<file path="src/rtl/alu_operand_stage.sv">
// Operand stage ahead of the ALU: 2**AW x DW register file with write-first bypass,
// shift-carry flag, and a stallable operand latch feeding the ALU inputs.
module alu_operand_stage #(
    parameter int unsigned DW  = 8,
    parameter int unsigned AW  = 3,
    parameter int unsigned OPW = 3
) (
    input  logic           Clk,
    input  logic           Reset,
    input  logic           InValid,
    input  logic           Stall,
    input  logic [AW-1:0]  RaddrA,
    input  logic [AW-1:0]  RaddrB,
    input  logic [OPW-1:0] OpIn,
    input  logic           WriteEn,
    input  logic [AW-1:0]  Waddr,
    input  logic [DW-1:0]  DataIn,
    input  logic           SCWriteEn,
    input  logic           SCNext,
    output logic           OutValid,
    output logic [DW-1:0]  InputA,
    output logic [DW-1:0]  InputB,
    output logic [OPW-1:0] OP,
    output logic           SC_in
);

    localparam int unsigned NumRegs = 2 ** AW;

    logic [DW-1:0]  mem_q [NumRegs];
    logic           sc_q;
    logic           valid_q;
    logic [DW-1:0]  a_q;
    logic [DW-1:0]  b_q;
    logic [OPW-1:0] op_q;

    logic [DW-1:0]  rd_a;
    logic [DW-1:0]  rd_b;

    // Write-first: a writeback in this cycle is what the same-cycle read sees.
    always_comb begin
        rd_a = mem_q[RaddrA];
        rd_b = mem_q[RaddrB];
        if (WriteEn && (Waddr == RaddrA)) rd_a = DataIn;
        if (WriteEn && (Waddr == RaddrB)) rd_b = DataIn;
    end

    always_ff @(posedge Clk) begin
        if (Reset) begin
            for (int unsigned i = 0; i < NumRegs; i++) begin
                mem_q[i] <= '0;
            end
            sc_q    <= 1'b0;
            valid_q <= 1'b0;
            a_q     <= '0;
            b_q     <= '0;
            op_q    <= '0;
        end else begin
            if (WriteEn) mem_q[Waddr] <= DataIn;
            if (SCWriteEn) sc_q <= SCNext;
            if (!Stall) begin
                valid_q <= InValid;
                // Operands only move on a real instruction so the ALU inputs stay quiet.
                if (InValid) begin
                    a_q  <= rd_a;
                    b_q  <= rd_b;
                    op_q <= OpIn;
                end
            end
        end
    end

    assign OutValid = valid_q;
    assign InputA   = a_q;
    assign InputB   = b_q;
    assign OP       = op_q;
    assign SC_in    = sc_q;

endmodule

</file>
<file path="config.mk">
export PLATFORM = sky130hd
export DESIGN_NAME = alu_operand_stage
export DESIGN_NICKNAME = d
export VERILOG_FILES = /design/src/rtl/alu_operand_stage.sv
export SDC_FILE = /design/constraint.sdc
export NUM_CORES = 1
export LEC_CHECK = 0
export ABC_AREA = 1
export CAP_MARGIN = 20
export CORE_MARGIN = 8
export CORE_UTILIZATION = 35
export CTS_CLUSTER_SIZE = 16
export DETAILED_ROUTE_END_ITERATION = 12
export PLACE_DENSITY = 0.6
export SETUP_SLACK_MARGIN = 0.05
export SLEW_MARGIN = 20
export SYNTH_ARGS = -nofsm -noshare
export SYNTH_HDL_FRONTEND = slang
export SYNTH_SLANG_ARGS = --single-unit
</file>
<file path="constraint.sdc">
create_clock -name Clk -period 2.2 [get_ports Clk]
set_clock_uncertainty 0.1 [all_clocks]
set_input_delay 0.66 -clock Clk [delete_from_list [all_inputs] [get_ports Clk]]
set_output_delay 0.66 -clock Clk [all_outputs]
set_load 0.01 [all_outputs]
</file>
* Word level (Yosys, flattened, before mapping) *
Memory sizes are Yosys's and may differ from the RTL's. A register that Yosys moved wholly into a read port is not among the register bits.
Index checks and enable logic that the tools add are counted.

cells by class
  bitwise operators = 1
  mux-type cells = 8
  reduce and logical (&&, ||, !) cells = 2

operator list
  operator           count
  $mux W8            1
  $reduce_or A8 Y1   1
  $mux W1            6
  $mux W3            1
  $reduce_and A2 Y1  1
  $not A1 Y1         1

word-level totals
  flip-flop bits (word level) = 5
  RAM bits = 64
  output and inout port bits = 21
  memories = 1

memory list
  memory  words  bits a word  rd ports  clocked after memory_dff  wr ports  RTL line  RTL
  mem_q   8      8            2         2                         8         29        logic [DW-1:0] mem_q [NumRegs];

* Depth between registers and ports, before layout *
Gate-level depths: netlist of run 1.

  depth after elaboration = 5
  mapped depth = 10
  gate-level depth less buffers = 9

* Worst setup path after synthesis of run 1 *
OpenSTA, ideal clock, no wires.

  path kind = input to register
  from = input Reset
  to = memory mem_q[0][0] (enable)
  setup slack = 287 ps
  stages on the path = 6
  arrival time = 1,484 ps
  path buffers = 1
  library setup time = 329 ps
  cells stage by stage = buf_6 -> clkinv_2 -> nand2_2 -> nor2_1 -> nand2_1 -> nand2_1

RTL lines
  element      RTL line  RTL
  from (decl)  9         input logic Reset,
  to (decl)    29

* Final worst setup path of run 1 *
  from = register a_q[3], in the netlist InputA[3] (read register of mem_q)
  to = output InputA[3]

RTL lines
  element      RTL line  RTL
  from (decl)  32        logic [DW-1:0] a_q;
  to (decl)    21        output logic [DW-1:0] InputA,

No word-level cell between the ends.

==> results by group, run 1 <==
Timing
  • Fin crit share: 0.9039
  • Highest clock rate: 0.5029 GHz
  • Worst Tran Pin Value: 0.3002 ns
  • Fin. max-slew vios: 0
  • Final Hold Fails: 0
  • Final worst path period need: 1.989 ns
  • Rel. slew slack: 0.7986
  • Setup Viol. Count Final: 0
  • RSZ-0062 raised after global routing: no

Synthesis
  • Cell with the most instances after synthesis: nor2_1
  • Register bit total from synthesis: 85
  • Syn Inst Count: 551
  • Syn Area/Cell: 8.104 µm²
  • Post-synth cell types: 27
  • Post-synth EDFFs: 64
  • Syn nets: 578
  • Area contributors post-synth: edfxtp_1, dfxtp_1, nor2_1, nand2_1, nand3_1
  • Mapped Area: 0.004466 mm²
  • Predominant post-synthesis flop cell: edfxtp_1
  • Most common library cells after synthesis: nor2_1, nand2_1, nand3_1, edfxtp_1, o21ai_0
  • Sequential share of the synthesized area: 0.5245
  • Synth async-reset ratio: 0
  • Leading area contributor after synthesis: edfxtp_1
  • YS warnings: 0
  • Top cell type's share of synthesized area: 0.4304

Floorplan
  • Die height: 129.0 µm
  • Initial core utilization: 0.3568
  • Core Region: 0.01252 mm²
  • Row Count: 41
  • # IOs: 48
  • Die Wd: 129.0 µm
  • Die footprint: 0.01663 mm²

Critical path
  • Arrival @ worst endpoint: 1.23 ns
  • CP Cell Sequence: clkdlybuf4s50_1
  • RR Endpoint: InputB[1]
  • Startpoint class of the critical path: flip-flop
  • Crit path capture type: output pin
  • Max incr delay on CP: 0.56 ns
  • WP data required: 1.44 ns
  • Worst reg-to-reg setup slack: 0.95 ns
  • Worst R2R Path Depth: 8
  • Worst-path fanout max: 2
  • Dominant delay contributor by cell family on the critical path: buffers and inverters
  • Worst Setup Path Type: flip-flop to output pin
  • Reg-to-Reg Start: mem_q[3][1]
  • Slowest-stage cell, CP: clkdlybuf4s50_1
  • Critical path buffer and inverter count: 1

Pwr
  • Net Sw Frac: 0.2716
  • PnR Total Power: 3.939 mW
  • Max VDD drop: 334.3 µV
  • Clock power frac: 0.358
  • Flop pwr share: 0.479
  • Cell Pwr Density: 675.6 mW/mm²
  • Combinational power share: 0.163
  • Int Power: 2.869 mW
  • Sw Pwr: 1.070 mW
  • Leakage: 2.424 nW

Clocking
  • Clock root buffer: clkbuf_16
  • Max clock buf depth: 2
  • Sink Count: 85
  • Htree depth: 3
  • CTS tree: built
  • Buffer count from post-CTS setup fixing: 0
  • CTS buffer count: 9
  • Reg clk slew, reported paths: 0.07 ns
  • Clock latency on the worst-skew pair: 0.34 ns

Global route
  • Initial antenna violation count: 0
  • Number of global-route vias before repair: 3924
  • Met1 Usage GRT: 0.2259
  • Met2 Use GR: 0.2685
  • GR peak layer: met2
  • GRT Total Usage: 0.1714
  • Largest net degree at the start of global routing: 31
  • Grt met3 use: 0.04592
  • First-pass GRT wire length: 21740 µm
  • Grt ovf: 0

Routing
  • Final wirelength: 14100 µm
  • Antenna Violating Nets Remaining: 0
  • Vias per cell: 5.188
  • Vias: 4270
  • Pre-antenna DRT Iters: 5
  • DR iter-0 viols: 472
  • DRC: 0
  • Wire per inst: 17.14 µm

Placement
  • Area of placed instances: 0.005532 mm²
  • Port buffer count: 47
  • HPWL after DPL: 10860 µm
  • GP Congestion: 0.9176

Finish
  • Area grow syn2layout: 30.57%
  • Design Area, Final: 0.005831 mm²
  • Antenna Cells: 0
  • Nets: 673
  • Fraction of layout cells with a size suffix above 1: 0.1505

Worst hold path
  • Hold_sp: OutValid
  • Worst Hold Depth: 2
  • Hold WC Path Type: flip-flop to flip-flop
  • Worst Hold End: OutValid

Run status
  • Status: finished, final reports clean

Flow run
  • Max-cap violations: 0
==> cell families after synthesis <==
kind of cell / after synthesis / synth area share
AO/OA/AOI/OAI: 99 / 0.1264
XOR/XNOR: 1 / 0.001962
buffers and inverters: 74 / 0.07565
flip-flops: 85 / 0.5245
AND/OR/NAND/NOR: 292 / 0.2715
==> sequential cells by signal, indices dropped and copies added (netlist names) <==
| name | flops |
|---|---|
| mem_q | 64 |
| InputA | 8 |
| InputB | 8 |
| OP | 3 |
| OutValid | 1 |
| SC_in | 1 |
==> power by group through the flow <==
stage | clock (mW) | sequential, mW | combinational (mW)
global placement | 0 | 1.91 | 0.623
floorplan | 0 | 1.90 | 0.321
CTS | 1.42 | 1.88 | 0.634
global route | 1.48 | 1.89 | 0.703
finish | 1.41 | 1.89 | 0.643
detailed placement | 0 | 1.92 | 0.632
==> layout make-up <==
cell class | instances | area, µm²
clock inverter | 7 | 50.05
clock buffer | 9 | 225.2
timing repair buffer | 113 | 1025
fill | 1231 | 6686
inverter | 45 | 172.7
tap | 172 | 215.2
sequential | 85 | 2342
multi-input combinational | 392 | 1800
==> worst min-delay path, cell delays in order (launching register included) <==
cell,delay (ns)
dfxtp_1,0.31
nand2_1,0.05
a21oi_1,0.05
==> how the worst max path moves through the flow <==
stage,from,to,slack [ns],cells past startpoint
6_report,InputA[3],InputA[3],0.21,1
5_1_grt,RaddrB[0],InputB[0],0.06,9
4_1_cts,RaddrB[2],InputB[0],0.13,7
3_5_place_dp,Waddr[2],InputB[0],-0.23,7
3_3_place_gp,RaddrB[2],InputB[0],-0.28,7
2_1_floorplan,Reset,mem_q[0][0],0.29,6
==> cell usage in the layout (no fill, tap or decap), types with 5 or more instances in the layout <==
cell type,synthesis,routed
a21oi_1,28,28
buf_4,5,61
clkbuf_16,0,9
clkdlybuf4s50_1,0,45
clkinv_1,8,9
dfxtp_1,21,21
edfxtp_1,64,64
inv_1,31,31
nand2_1,107,107
nand3_1,68,68
nor2_1,108,108
o211ai_1,20,20
o21ai_0,42,41
o21ai_1,4,5
==> routing by layer <==
layer  part of all wire  up-vias
met1               0.43     1997
li1                   -     2050
met5                  0        -
met2               0.45      202
met3               0.10       21
met4              0.017        0
==> repair_timing <==
action,in CTS,in global routing
setup endpoints to repair,0,10
gates resized for setup,0,6
hold buffers,0,0
==> metrics by stage <==
stage | setup TNS, ns | cells | utilization | setup WS, ns | hold slack (ns)
after floorplan | 0 | 551 | - | 0.2874 | 0.3780
after global placement | -8.801 | 807 | 0.4419 | -0.2801 | 0.3415
after detailed placement | -10.81 | 807 | 0.4419 | -0.2270 | 0.3538
after CTS | 0 | 823 | 0.4639 | 0.1295 | 0.3631
after global routing | 0 | 823 | 0.4658 | 0.06221 | 0.3835
final | 0 | 823 | 0.4658 | 0.2114 | 0.3586
Power figures use the tool's default switching activity.
==> run 2, diff against run 1 <==
CORE_UTILIZATION = 50   (was 35)
PLACE_DENSITY = 0.78   (was 0.6)
==> run 2 against run 1 <==
  * Cell count fell by 8.4%
  * Largest power group unchanged
  * Sequential share of layout area rose by 1.5 points
  * Clock-buffer cell count rose by 1
==> results by group, run 2 (synthesized netlist as in run 1, its figures left out) <==
Timing
  • Setup Viol. Count Final: 0
  • RSZ-0062 raised after global routing: no
  • Highest clock rate: 0.4904 GHz
  • Final worst path period need: 2.039 ns
  • Final worst setup slack: 0.1607 ns
  • Fin crit share: 0.9269
  • Worst hold margin: 0.3555 ns
  • Final Hold Fails: 0
  • Fin. max-slew vios: 0
  • Worst Tran Pin Value: 0.4257 ns
  • Rel. slew slack: 0.7159
  • Setup TNS: 0 ns

Clocking
  • Number of gates resized after CTS: 0
  • Htree depth: 3
  • Reg clk slew, reported paths: 0.10 ns
  • Max clock buf depth: 2
  • Clock latency on the worst-skew pair: 0.37 ns
  • CTS buffer count: 9
  • CTS tree: built
  • Buffer count from post-CTS setup fixing: 0
  • Clock root buffer: clkbuf_8
  • Hold buffers post-CTS: 0
  • Sink Count: 85

Global route
  • Grt ovf: 0
  • Number of global-route vias before repair: 4002
  • Largest net degree at the start of global routing: 31
  • Initial antenna violation count: 0
  • First-pass GRT wire length: 21150 µm
  • GRT Total Usage: 0.2128

Critical path
  • Worst reg-to-reg setup slack: 0.93 ns
  • Dominant delay contributor by cell family on the critical path: buffers and inverters
  • Worst-path fanout max: 2
  • RR Endpoint: InputB[1]
  • Worst R2R Path Depth: 8
  • Arrival @ worst endpoint: 1.28 ns
  • CP Cell Sequence: clkdlybuf4s50_1
  • Critical path buffer and inverter count: 1
  • Crit path capture type: output pin
  • Startpoint class of the critical path: flip-flop
  • Worst Setup Path Type: flip-flop to output pin
  • WP data required: 1.44 ns
  • Max incr delay on CP: 0.55 ns
  • WP depth: 1
  • Slowest-stage cell, CP: clkdlybuf4s50_1
  • Reg-to-Reg Start: mem_q[5][1]

Placement
  • Pre-CTS setup slack: -0.2116 ns
  • Port buffer count: 47
  • Post-Place Cells: 738
  • GP Congestion: 0.9760
  • HPWL after DPL: 10180 µm

Routing
  • Met2 routed WL: 6210 µm
  • DR WL met3: 1272 µm
  • Wire per inst: 17.54 µm
  • Pre-antenna DRT Iters: 7
  • DRC: 0
  • Vias: 4305
  • DR iter-0 viols: 580
  • Antenna Violating Nets Remaining: 0
  • Vias per cell: 5.710
  • Final wirelength: 13230 µm
  • Met1 WL: 5382 µm
  • Uppermost layer routed: met4

Flow run
  • Max-cap violations: 0

Finish
  • Nets: 668
  • Count of filler cells inserted in the layout: 752
  • Most frequent cells in the layout: nor2_1, nand2_1, nand3_1
  • Fraction of layout cells with a size suffix above 1: 0.1409
  • Post-route insts no fill: 754
  • Most common cell after layout, fill and taps aside: nor2_1
  • Area grow syn2layout: 25.86%
  • Top reg by flops: mem_q
  • Max reg flops: 64
  • Antenna Cells: 0

Worst hold path
  • Worst Hold Depth: 2
  • Worst Hold End: OutValid
  • Hold WC Path Type: flip-flop to flip-flop
  • Hold_sp: OutValid

Floorplan
  • Initial core utilization: 0.5146
  • Row Count: 34
  • Die footprint: 0.01221 mm²
  • Die Wd: 110.5 µm
  • # IOs: 48
  • Die height: 110.5 µm
  • Core Region: 0.008678 mm²

Run status
  • Status: finished, final reports clean

Pwr
  • Leakage: 2.364 nW
  • PnR Total Power: 3.544 mW
  • Cell Pwr Density: 630.5 mW/mm²
  • Max VDD drop: 288.3 µV
-- run 2: power breakdown --
group	switching, mW	internal [mW]
Clock	0.607	0.421
Combinational	0.360	0.275
Sequential	0.0569	1.82
Total	1.02	2.52
-- run 2: per-stage QoR --
step	utilization	area, µm²
floorplan	-	4466
global placement	0.6267	5439
detailed placement	0.6267	5439
CTS	0.6468	5613
global route	0.6476	5620
finish	0.6476	5620
-- run 2: per-layer routing --
| layer | up-vias | global-route usage |
|---|---|---|
| met4 | 0 | 0.09640 |
| met1 | 1985 | 0.2692 |
| met3 | 29 | 0.04924 |
| met5 | - | 0 |
| met2 | 259 | 0.3378 |
| li1 | 2032 | - |
-- run 2: worst max path at each step --
stage | end | slack (ns) | startpoint
detailed placement | InputA[2] | -0.21 | RaddrA[0]
global placement | InputA[7] | -0.18 | RaddrA[0]
global route | InputA[2] | 0.06 | Waddr[2]
finish | InputA[2] | 0.16 | InputA[2]
CTS | InputA[1] | 0.15 | InputA[1]
floorplan | mem_q[0][0] | 0.29 | Reset
-- run 2: final cells by class --
| class | count | area, µm² | share of cell area |
|---|---|---|---|
| Sequential cell | 85 | 2342 | 0.4167 |
| Clock buffer | 10 | 127.6 | 0.02271 |
| Clock inverter | 6 | 46.29 | 0.008237 |
| Inverter | 45 | 172.7 | 0.03072 |
| Timing Repair Buffer | 108 | 1006 | 0.1790 |
| Tap cell | 108 | 135.1 | 0.02404 |
| Multi-Input combinational cell | 392 | 1790 | 0.3186 |
==> run 3, diff against run 2 <==
CTS_CLUSTER_SIZE = 10   (was 16)
==> results of run 3 <==
Final layout, timing and power as in run 2 (identical DEF).
